===== src/rtl/ring_mem_stop.sv =====
// Memory-side ring stop: consumes cache Address/WriteData slots, issues 8-word line bursts,
// and returns read lines on RDreturn/RDdest. Define MEMSTOP_STATS_EN to add line counters.
module ring_mem_stop #(
   parameter int unsigned CMDQ_DEPTH = 4,
   parameter int unsigned WBUF_WORDS = 32,
   parameter logic [3:0]  NODEST     = 4'd0
) (
   input  logic        clock,
   input  logic        reset,
   input  logic [31:0] RingIn,
   input  logic [3:0]  SlotTypeIn,
   input  logic [3:0]  SrcDestIn,
   output logic [31:0] RingOut,
   output logic [3:0]  SlotTypeOut,
   output logic [3:0]  SrcDestOut,
   output logic [31:0] RDreturn,
   output logic [3:0]  RDdest,
   output logic        memCmdValid,
   input  logic        memCmdReady,
   output logic        memCmdRead,
   output logic [27:0] memCmdAddr,
   output logic [31:0] memWdata,
   output logic        memWvalid,
   input  logic        memWready,
   input  logic [31:0] memRdata,
   input  logic        memRvalid,
   output logic        errFlag
`ifdef MEMSTOP_STATS_EN
   ,
   output logic [15:0] rdLines,
   output logic [15:0] wrLines
`endif
);

   localparam int unsigned CQ_AW = $clog2(CMDQ_DEPTH);
   localparam int unsigned WB_AW = $clog2(WBUF_WORDS);
   localparam logic [3:0]  ST_ADDR  = 4'd2;
   localparam logic [3:0]  ST_WDATA = 4'd3;
   localparam logic [3:0]  ST_NULL  = 4'd7;

   typedef enum logic [1:0] {IDLE, ISSUE, WDATA, RWAIT} state_t;

   state_t            state_q, state_d;
   logic [2:0]        beat_q, beat_d;
   logic [31:0]       ring_q;
   logic [3:0]        type_q, srcd_q;
   logic [31:0]       rdret_q;
   logic [3:0]        rddest_q, src_q;
   logic              err_q;

   logic [32:0]       cq_mem [CMDQ_DEPTH];
   logic [CQ_AW-1:0]  cq_wp_q, cq_rp_q;
   logic [CQ_AW:0]    cq_cnt_q;
   logic [31:0]       wb_mem [WBUF_WORDS];
   logic [WB_AW-1:0]  wb_wp_q, wb_rp_q;
   logic [WB_AW:0]    wb_cnt_q, wb_rsv_q, wb_unrsv;

   logic        is_wd, is_addr, addr_read, words_short;
   logic        cq_full, cq_push, cq_pop, cq_drop;
   logic        wb_full, wb_push, wb_pop, wb_drop;
   logic [32:0] cq_head;
   logic        unused_ifetch;

   assign unused_ifetch = RingIn[29];

   assign is_wd     = (SlotTypeIn == ST_WDATA);
   assign is_addr   = (SlotTypeIn == ST_ADDR) && (RingIn[31:30] == 2'b00);
   assign addr_read = RingIn[28];

   assign cq_head = cq_mem[cq_rp_q];
   assign cq_full = (cq_cnt_q == (CQ_AW+1)'(CMDQ_DEPTH));
   assign wb_full = (wb_cnt_q == (WB_AW+1)'(WBUF_WORDS));
   assign cq_pop  = (state_q == ISSUE) && memCmdReady;
   assign wb_pop  = (state_q == WDATA) && memWready;

   // A pop in the same cycle frees the slot a push to a full FIFO needs.
   assign wb_push  = is_wd && (!wb_full || wb_pop);
   assign wb_drop  = is_wd && !wb_push;
   assign wb_unrsv = wb_cnt_q - wb_rsv_q;
   assign words_short = !addr_read && (wb_unrsv < (WB_AW+1)'(8));
   assign cq_push  = is_addr && !words_short && (!cq_full || cq_pop);
   assign cq_drop  = is_addr && !cq_push;

   assign memCmdRead = cq_head[32];
   assign memCmdAddr = cq_head[31:4];
   assign memWdata   = wb_mem[wb_rp_q];

   assign RingOut     = ring_q;
   assign SlotTypeOut = type_q;
   assign SrcDestOut  = srcd_q;
   assign RDreturn    = rdret_q;
   assign RDdest      = rddest_q;
   assign errFlag     = err_q;

   // NOTE: storage arrays carry no reset; the pointers and counts define what is valid.
   always_ff @(posedge clock) begin
      if (cq_push) cq_mem[cq_wp_q] <= {addr_read, RingIn[27:0], SrcDestIn};
      if (wb_push) wb_mem[wb_wp_q] <= RingIn;
   end

   // NOTE: all sequential state is updated with non-blocking assignments only.
   always_ff @(posedge clock or posedge reset) begin
      if (reset) begin
         state_q  <= IDLE;
         beat_q   <= 3'd0;
         ring_q   <= 32'd0;
         type_q   <= ST_NULL;
         srcd_q   <= 4'd0;
         rdret_q  <= 32'd0;
         rddest_q <= NODEST;
         src_q    <= 4'd0;
         err_q    <= 1'b0;
         cq_wp_q  <= '0;
         cq_rp_q  <= '0;
         cq_cnt_q <= '0;
         wb_wp_q  <= '0;
         wb_rp_q  <= '0;
         wb_cnt_q <= '0;
         wb_rsv_q <= '0;
      end else begin
         state_q <= state_d;
         beat_q  <= beat_d;
         if (is_wd || is_addr) begin
            ring_q <= 32'd0;
            type_q <= ST_NULL;
            srcd_q <= 4'd0;
         end else begin
            ring_q <= RingIn;
            type_q <= SlotTypeIn;
            srcd_q <= SrcDestIn;
         end
         if (state_q == RWAIT && memRvalid) begin
            rdret_q  <= memRdata;
            rddest_q <= src_q;
         end else begin
            rddest_q <= NODEST;
         end
         if (cq_pop) src_q <= cq_head[3:0];
         err_q <= err_q | wb_drop | cq_drop;

         if (cq_push) cq_wp_q <= cq_wp_q + 1'b1;
         if (cq_pop)  cq_rp_q <= cq_rp_q + 1'b1;
         if (cq_push && !cq_pop)      cq_cnt_q <= cq_cnt_q + 1'b1;
         else if (!cq_push && cq_pop) cq_cnt_q <= cq_cnt_q - 1'b1;

         if (wb_push) wb_wp_q <= wb_wp_q + 1'b1;
         if (wb_pop)  wb_rp_q <= wb_rp_q + 1'b1;
         if (wb_push && !wb_pop)      wb_cnt_q <= wb_cnt_q + 1'b1;
         else if (!wb_push && wb_pop) wb_cnt_q <= wb_cnt_q - 1'b1;

         // Reserved words drain one per write beat and grow by a line per accepted write.
         wb_rsv_q <= wb_rsv_q + ((cq_push && !addr_read) ? (WB_AW+1)'(8) : '0)
                              - (wb_pop ? (WB_AW+1)'(1) : '0);
      end
   end

   // NOTE: every output of this block gets a default first so no latch is inferred.
   always_comb begin
      state_d     = state_q;
      beat_d      = beat_q;
      memCmdValid = 1'b0;
      memWvalid   = 1'b0;
      case (state_q)
         IDLE:  if (cq_cnt_q != '0) state_d = ISSUE;
         ISSUE: begin
            memCmdValid = 1'b1;
            if (memCmdReady) state_d = cq_head[32] ? RWAIT : WDATA;
         end
         WDATA: begin
            memWvalid = 1'b1;
            if (memWready) begin
               beat_d = beat_q + 3'd1;
               if (beat_q == 3'd7) state_d = IDLE;
            end
         end
         RWAIT: begin
            if (memRvalid) begin
               beat_d = beat_q + 3'd1;
               if (beat_q == 3'd7) state_d = IDLE;
            end
         end
         default: state_d = IDLE;
      endcase
   end

`ifdef MEMSTOP_STATS_EN
   always_ff @(posedge clock or posedge reset) begin
      if (reset) begin
         rdLines <= 16'd0;
         wrLines <= 16'd0;
      end else if (cq_pop) begin
         if (cq_head[32] && rdLines != 16'hFFFF)  rdLines <= rdLines + 16'd1;
         if (!cq_head[32] && wrLines != 16'hFFFF) wrLines <= wrLines + 16'd1;
      end
   end
`endif

endmodule


===== config.mk =====
export PLATFORM = sky130hd
export DESIGN_NAME = ring_mem_stop
export DESIGN_NICKNAME = d
export VERILOG_FILES = /design/src/rtl/ring_mem_stop.sv
export SDC_FILE = /design/constraint.sdc
export NUM_CORES = 1
export LEC_CHECK = 0
export CAP_MARGIN = 10
export CORE_UTILIZATION = 59
export CTS_BUF_LIST = sky130_fd_sc_hd__clkbuf_2 sky130_fd_sc_hd__clkbuf_4 sky130_fd_sc_hd__clkbuf_8
export DETAILED_ROUTE_END_ITERATION = 10
export DONT_BUFFER_PORTS = 1
export GPL_ROUTABILITY_DRIVEN = 0
export PLACE_DENSITY = 0.78
export SLEW_MARGIN = 20
export SYNTH_ARGS = -nofsm -noshare
export SYNTH_HDL_FRONTEND = slang
export SYNTH_SLANG_ARGS = --single-unit

===== constraint.sdc =====
create_clock -name clock -period 3.2 [get_ports clock]
set_input_delay 0.48 -clock clock [delete_from_list [all_inputs] [get_ports clock]]
set_output_delay 0.48 -clock clock [all_outputs]
set_load 0.02 [all_outputs]

=== After elaboration in Yosys (flattened, before gate mapping) ===
Memory sizes are Yosys's and may differ from the RTL's.
Index checks and enable logic that the tools add are counted.

* RAM bits: 1156
* Bits in registers: 115
* Output and inout port bits: 140
* Word-level logic and storage cells: 105
* Memories: 2
* Input port bits: 77

* Reductions and logical operators: 34
* Eq/ne operators: 12
* Add/subtract/negate cells: 12
* Order comparisons: 1
* Bitwise operators: 2
* Muxes and demuxes: 26

{| class="wikitable"
|+ Memory list
! memory !! words !! width !! read ports !! clocked after Yosys merged registers in !! write ports !! line !! RTL
|-
| wb_mem || 32 || 32 || 1 || 0 || 1 || 54 || <nowiki>logic [31:0] wb_mem [WBUF_WORDS];</nowiki>
|-
| cq_mem || 4 || 33 || 1 || 0 || 1 || 51 || <nowiki>logic [32:0] cq_mem [CMDQ_DEPTH];</nowiki>
|}

{| class="wikitable"
|+ Operators by type and width
! operator !! number
|-
| $mux W32 || 1
|-
| $mux W4 || 4
|-
| $logic_and A1 B1 Y1 || 15
|-
| $mux W3 || 4
|-
| $mux W6 || 2
|-
| $add A5 B1 Y5 const B || 2
|-
| $mux W2 || 5
|-
| $eq A4 B2 Y1 const B || 2
|-
| $logic_not A1 Y1 || 8
|-
| $mux W1 || 8
|-
| $ne A2 B2 Y1 const B || 4
|-
| $pmux W2 S4 || 1
|-
| $add A3 B1 Y3 const B || 2
|-
| $add A6 B1 Y6 const B || 1
|-
| $add A6 B4 Y6 || 1
|-
| $eq A3 B3 Y1 const B || 2
|-
| $eq A6 B6 Y1 const B || 1
|-
| $lt A6 B4 Y1 const B || 1
|-
| $pmux W3 S2 || 1
|-
| $reduce_bool A2 Y1 || 3
|-
| $sub A6 B1 Y6 || 1
|-
| $sub A6 B1 Y6 const B || 1
|-
| $sub A6 B6 Y6 || 1
|-
| $add A2 B1 Y2 const B || 2
|-
| other kinds (9) || 14
|}

=== Logic depth before layout (Yosys ltp) ===
* Word-level depth: 10
* Depth in mapped cells: 13
* Gate-level depth less buffers: 13

=== Worst setup path after synthesis ===
OpenSTA, ideal clock, no wires.

* Path kind: register to register
* From: register state_q[0]
* To: memory wb_mem[31][0], enable pin
* Arrival: 2.816 ns
* Library setup time: 0.421 ns
* Clock period less this slack: 3.237 ns
* Setup slack: -0.037 ns
* Cell stages (with the launch flop): 8
* Buffers on the path: 2
* Data required time: 2.779 ns
* Cells stage by stage: dfrtp_1 > buf_2 > nand3b_1 > nand4b_1 > nor2b_1 > buf_2 > nand2_1 > nor2_1

* Word-level cells in the longest chain between the ends: 6

{| class="wikitable"
|+ RTL lines
! what !! line !! RTL
|-
| start, declared || 43 || <nowiki>state_t state_q, state_d;</nowiki>
|-
| start signal, assigned || 121 || <nowiki>state_q <= state_d;</nowiki>
|-
| $eq A2 B2 Y1 || 74 || <nowiki>assign wb_pop = (state_q == WDATA) && memWready;</nowiki>
|-
| $logic_and A1 B1 Y1 || 74 ||
|-
| $logic_or A1 B1 Y1 || 77 || <nowiki>assign wb_push = is_wd && (!wb_full || wb_pop);</nowiki>
|-
| $logic_and A1 B1 Y1 || 77 ||
|-
| named net wb_push || 60 || <nowiki>logic wb_full, wb_push, wb_pop, wb_drop;</nowiki>
|-
| $mux W1 || 98 || <nowiki>if (wb_push) wb_mem[wb_wp_q] <= RingIn;</nowiki>
|-
| $mux W1 (implied by the code) || 98 ||
|-
| end, declared || 54 ||
|}

The timed path passes the listed nets, and every way through them passes these cells.

=== Final worst setup path ===
* From: register wb_rp_q[0]
* To: output memWdata[13]

* Word-level cells in the longest chain between the ends: 1

{| class="wikitable"
|+ RTL lines
! what !! line !! RTL
|-
| start, declared || 55 || <nowiki>logic [WB_AW-1:0] wb_wp_q, wb_rp_q;</nowiki>
|-
| start signal, assigned || 147 || <nowiki>if (wb_pop) wb_rp_q <= wb_rp_q + 1'b1;</nowiki>
|-
| $mem_v2 Z32 W32 || -- ||
|-
| end, declared || 22 || <nowiki>output logic [31:0] memWdata,</nowiki>
|}

Every way passes these cells.

==> reports/qor.txt <==
status = complete, but fails checks
violated checks = setup timing
CTS root buffer = clkbuf_8
Starting Density = 59.63%
RSZ-0062 raised after global routing = yes
clock-pin slew on the worst setup and hold paths = 60 ps
fin crit share = 113.1%
post-layout min period = 3621 ps
row cnt = 105
PD cells = 840.5 nW/um^2
fin. max-slew vios = 0
Avg WL per Cell = 29.47 microns
largest net degree at the start of global routing = 116
Net count, final = 2,947
Avg Cell Area, Syn = 19.64 sq um
register-to-register setup slack = 190 ps
CP endpoint kind = output port
first-pass GRT wire length = 170.1 mm
#FFs+latches synth = 1,271
vias in the first global route = 26,420
WL final = 119.7 mm
via/cell ratio = 6.434
GRT Residual Overflow = 0
crit-path max cell delay = 500 ps
CP Data Arrival Time = 3140 ps
# IOs = 217
Critical Path Slowest Stage Cell = dfrtp_4
area grow syn2layout = 20.13%
max_cap viols = 0
Critical Path Start Type = register
layout cells sized above 1 = 31.91%
area of the mapped netlist = 48,960 sq um
Max Fclk = 0.2762 GHz
CP required = 2720 ps
setup_tns = -10,450 ps
CTS Sinks = 1,271
HP Class = input pin to register
peak supply drop = 0.5850 mV
initial drt markers = 3,173
register area share after synthesis = 76.78%
post-layout util = 71.64%
fraction of registers with async set/reset = 9.048%
crit-path cells = buf_12 -> buf_12 -> buf_12 -> buf_8 -> nor2_4 -> buf_12 -> clkbuf_16 -> a22oi_2 -> nand3_1 -> nand4_1 -> buf_4
Yosys Warn Count = 0
CTS tree = built
Yosys cell types = 46
initial antenna violation count = 1
Setup-failing EPs final = 32
PortBufs = 0
number of synthesized flops with an enable pin = 1,156
core box area = 82,110 sq um
syn nets = 2,600
final setup margin = -420.8 ps
post-detailed-route count of antenna-violating nets = 0
Max FO, Critical Path = 8
Syn Inst Count = 2,493
TritonRoute pass-1 iters = 5
vias = 26,150
Num CTS Buffers = 184
most used cell, CP = buf_12
Post-DP Area = 51,590 sq um
HPWL after detailed placement = 62.90 mm
final hold vios = 0
Post-Layout Cell Count = 4,064
Leak Pwr = 19.79 nW
Primary FF master, synth = edfxtp_1
CTS H-tree lvls = 4
All-Layer GR Usage = 27.57%
Slew HR = 57.14%
Setup Skew = 40.42 ps
Die ar. = 84,140 sq um
worst slew pin tran = 641.4 ps
Worst-Skew Late Latency = 830 ps
fin area = 58,820 sq um
Die Span Y = 290.1 microns
placed cells = 3,546
CTS Buffer Depth = 3
DRC Markers = 0
kind of critical path = register to output port
die width = 290.1 microns
sequential cells by signal, indices dropped and copies added, names as in the netlist:
register,cells
wb_mem,1024
cq_mem,132
RDreturn,32
RingOut,32
wb_cnt_q,6
wb_rsv_q,6
wb_rp_q,5
wb_wp_q,5
RDdest,4
SlotTypeOut,4
SrcDestOut,4
src_q,4
beat_q,3
cq_cnt_q,3
cq_rp_q,2
cq_wp_q,2
state_q,2
errFlag,1
metal layers:
metal	vias to the layer above	track usage, %	share of wire (%)
li1	10730	-	-
met1	13460	38.03	37
met2	1744	44.66	50
met3	216	5.852	11
met4	0	8.550	2.7
met5	-	0	0
Yosys cell counts (all sizes together) (3+ instances only):
library cell  number  area share [%]
nor4               3           0.038
edfxtp          1156              71
mux2              42            0.97
buf              104             1.2
fa                 3            0.12
dfstp              3            0.16
xnor2             19            0.38
nor2b             71            0.91
clkbuf            54            0.41
nand3b             7            0.13
mux2i            256             5.2
nand4             36            0.46
xor2               7            0.13
nor2              44            0.34
ha                27            0.69
and2              41            0.53
nand2             21            0.16
nand3             69            0.71
o21ai              8           0.082
nand2b             4           0.051
dfrtp            112             5.7
a21o               5           0.077
a22oi            128             2.0
mux4             161             7.4
a21oi             71            0.73
inv               24            0.18
kinds of logic (layout without fill, tap and decap cells):
kind of cell	after synthesis	count (layout)	synth area share, %
DFF	1271	1271	76.78
AOI/OAI and AO/OA	219	219	3.000
muxes	459	459	13.61
other	0	1	0
buffers and inverters	182	682	1.812
and+or+nand+nor	306	306	3.475
adders and majority gates	30	30	0.8126
xor gates and xnor gates	26	26	0.5034
worst max-delay path, delay by kind of cell (launching register included):
kind                   cells  cell delay (ps)
flip-flops                 1              500
AO/OA/AOI/OAI              1               60
buffers and inverters      7             1210
AND/OR/NAND/NOR            3              550
worst paths after layout:
check,start,to,cells after the start
worst max-delay path,wb_rp_q[0],memWdata[13],11
worst min-delay path,SlotTypeIn[1],SlotTypeOut[0],4
worst max register to register,wb_cnt_q[2],cq_cnt_q[2],12
worst min register to register,cq_cnt_q[2],cq_cnt_q[2],1
max in group asynchronous,reset,wb_rp_q[0],3
min in group asynchronous,reset,RDreturn[18],3
power by group:
part           switching [mW]  leakage, nW  total, mW  internal (mW)
logic                    8.75         6.01       16.4           7.66
clock network            6.12         2.03       13.3           7.21
registers               0.994         11.8       19.7           18.7
total                    15.9         19.8       49.4           33.6
cell usage in the layout, fill, tap and decap left out, types with 7 or more instances in the layout:
cell type | netlist | layout
buf_12 | 0 | 96
clkinv_2 | 0 | 14
clkbuf_8 | 0 | 197
nor2_4 | 0 | 34
nand2_1 | 21 | 21
nand3_1 | 69 | 37
bufinv_16 | 0 | 7
clkinvlp_4 | 0 | 7
nand3_2 | 0 | 32
buf_6 | 1 | 22
buf_4 | 31 | 94
clkbuf_4 | 0 | 79
a21oi_1 | 71 | 28
and2_1 | 37 | 36
buf_16 | 0 | 18
mux4_2 | 161 | 161
a21oi_2 | 0 | 39
a22oi_2 | 0 | 56
edfxtp_1 | 1156 | 1156
dlygate4sd3_1 | 0 | 75
a22oi_1 | 128 | 72
clkinv_1 | 0 | 27
inv_1 | 24 | 22
clkbuf_16 | 0 | 7
ha_1 | 27 | 25
xnor2_1 | 18 | 18
nor2_1 | 44 | 10
o21ai_0 | 8 | 7
xor2_1 | 7 | 7
nor2b_4 | 0 | 8
nor2b_1 | 71 | 63
dfrtp_1 | 112 | 109
nand4_1 | 36 | 36
mux2i_1 | 256 | 256
mux2_2 | 41 | 41
stage by stage:
step,total power [mW],hold WS [ps],worst slack [ps]
after detailed placement,32.56,473.7,93.58
final,49.44,95.64,-420.8
after global routing,50.97,89.79,-510.6
after CTS,47.88,46.11,-363.9
after global placement,32.23,462.1,113.0
after floorplan,28.52,448.0,-36.97
repair_timing:
| item | 4_1_cts | 5_1_grt |
|---|---|---|
| resized for setup | 110 | 84 |
| hold buffers | 107 | 0 |
| endpoints found under the hold margin | 1350 | 0 |
| setup buffers | 27 | 22 |
| pin swaps | 38 | 60 |
| endpoints found under the setup margin | 32 | 35 |
| cloned | 15 | 8 |
layout make-up:
class / instances / area (sq um)
clock inverter: 63 / 528.0
tap: 1070 / 1339
timing repair buffer: 319 / 4479
clock buffer: 276 / 3304
multi-input combinational: 1040 / 11470
sequential: 1271 / 37600
inverter: 24 / 93.84
antenna: 1 / 2.502
fill: 4346 / 23290
Power figures use the tool's default switching activity.
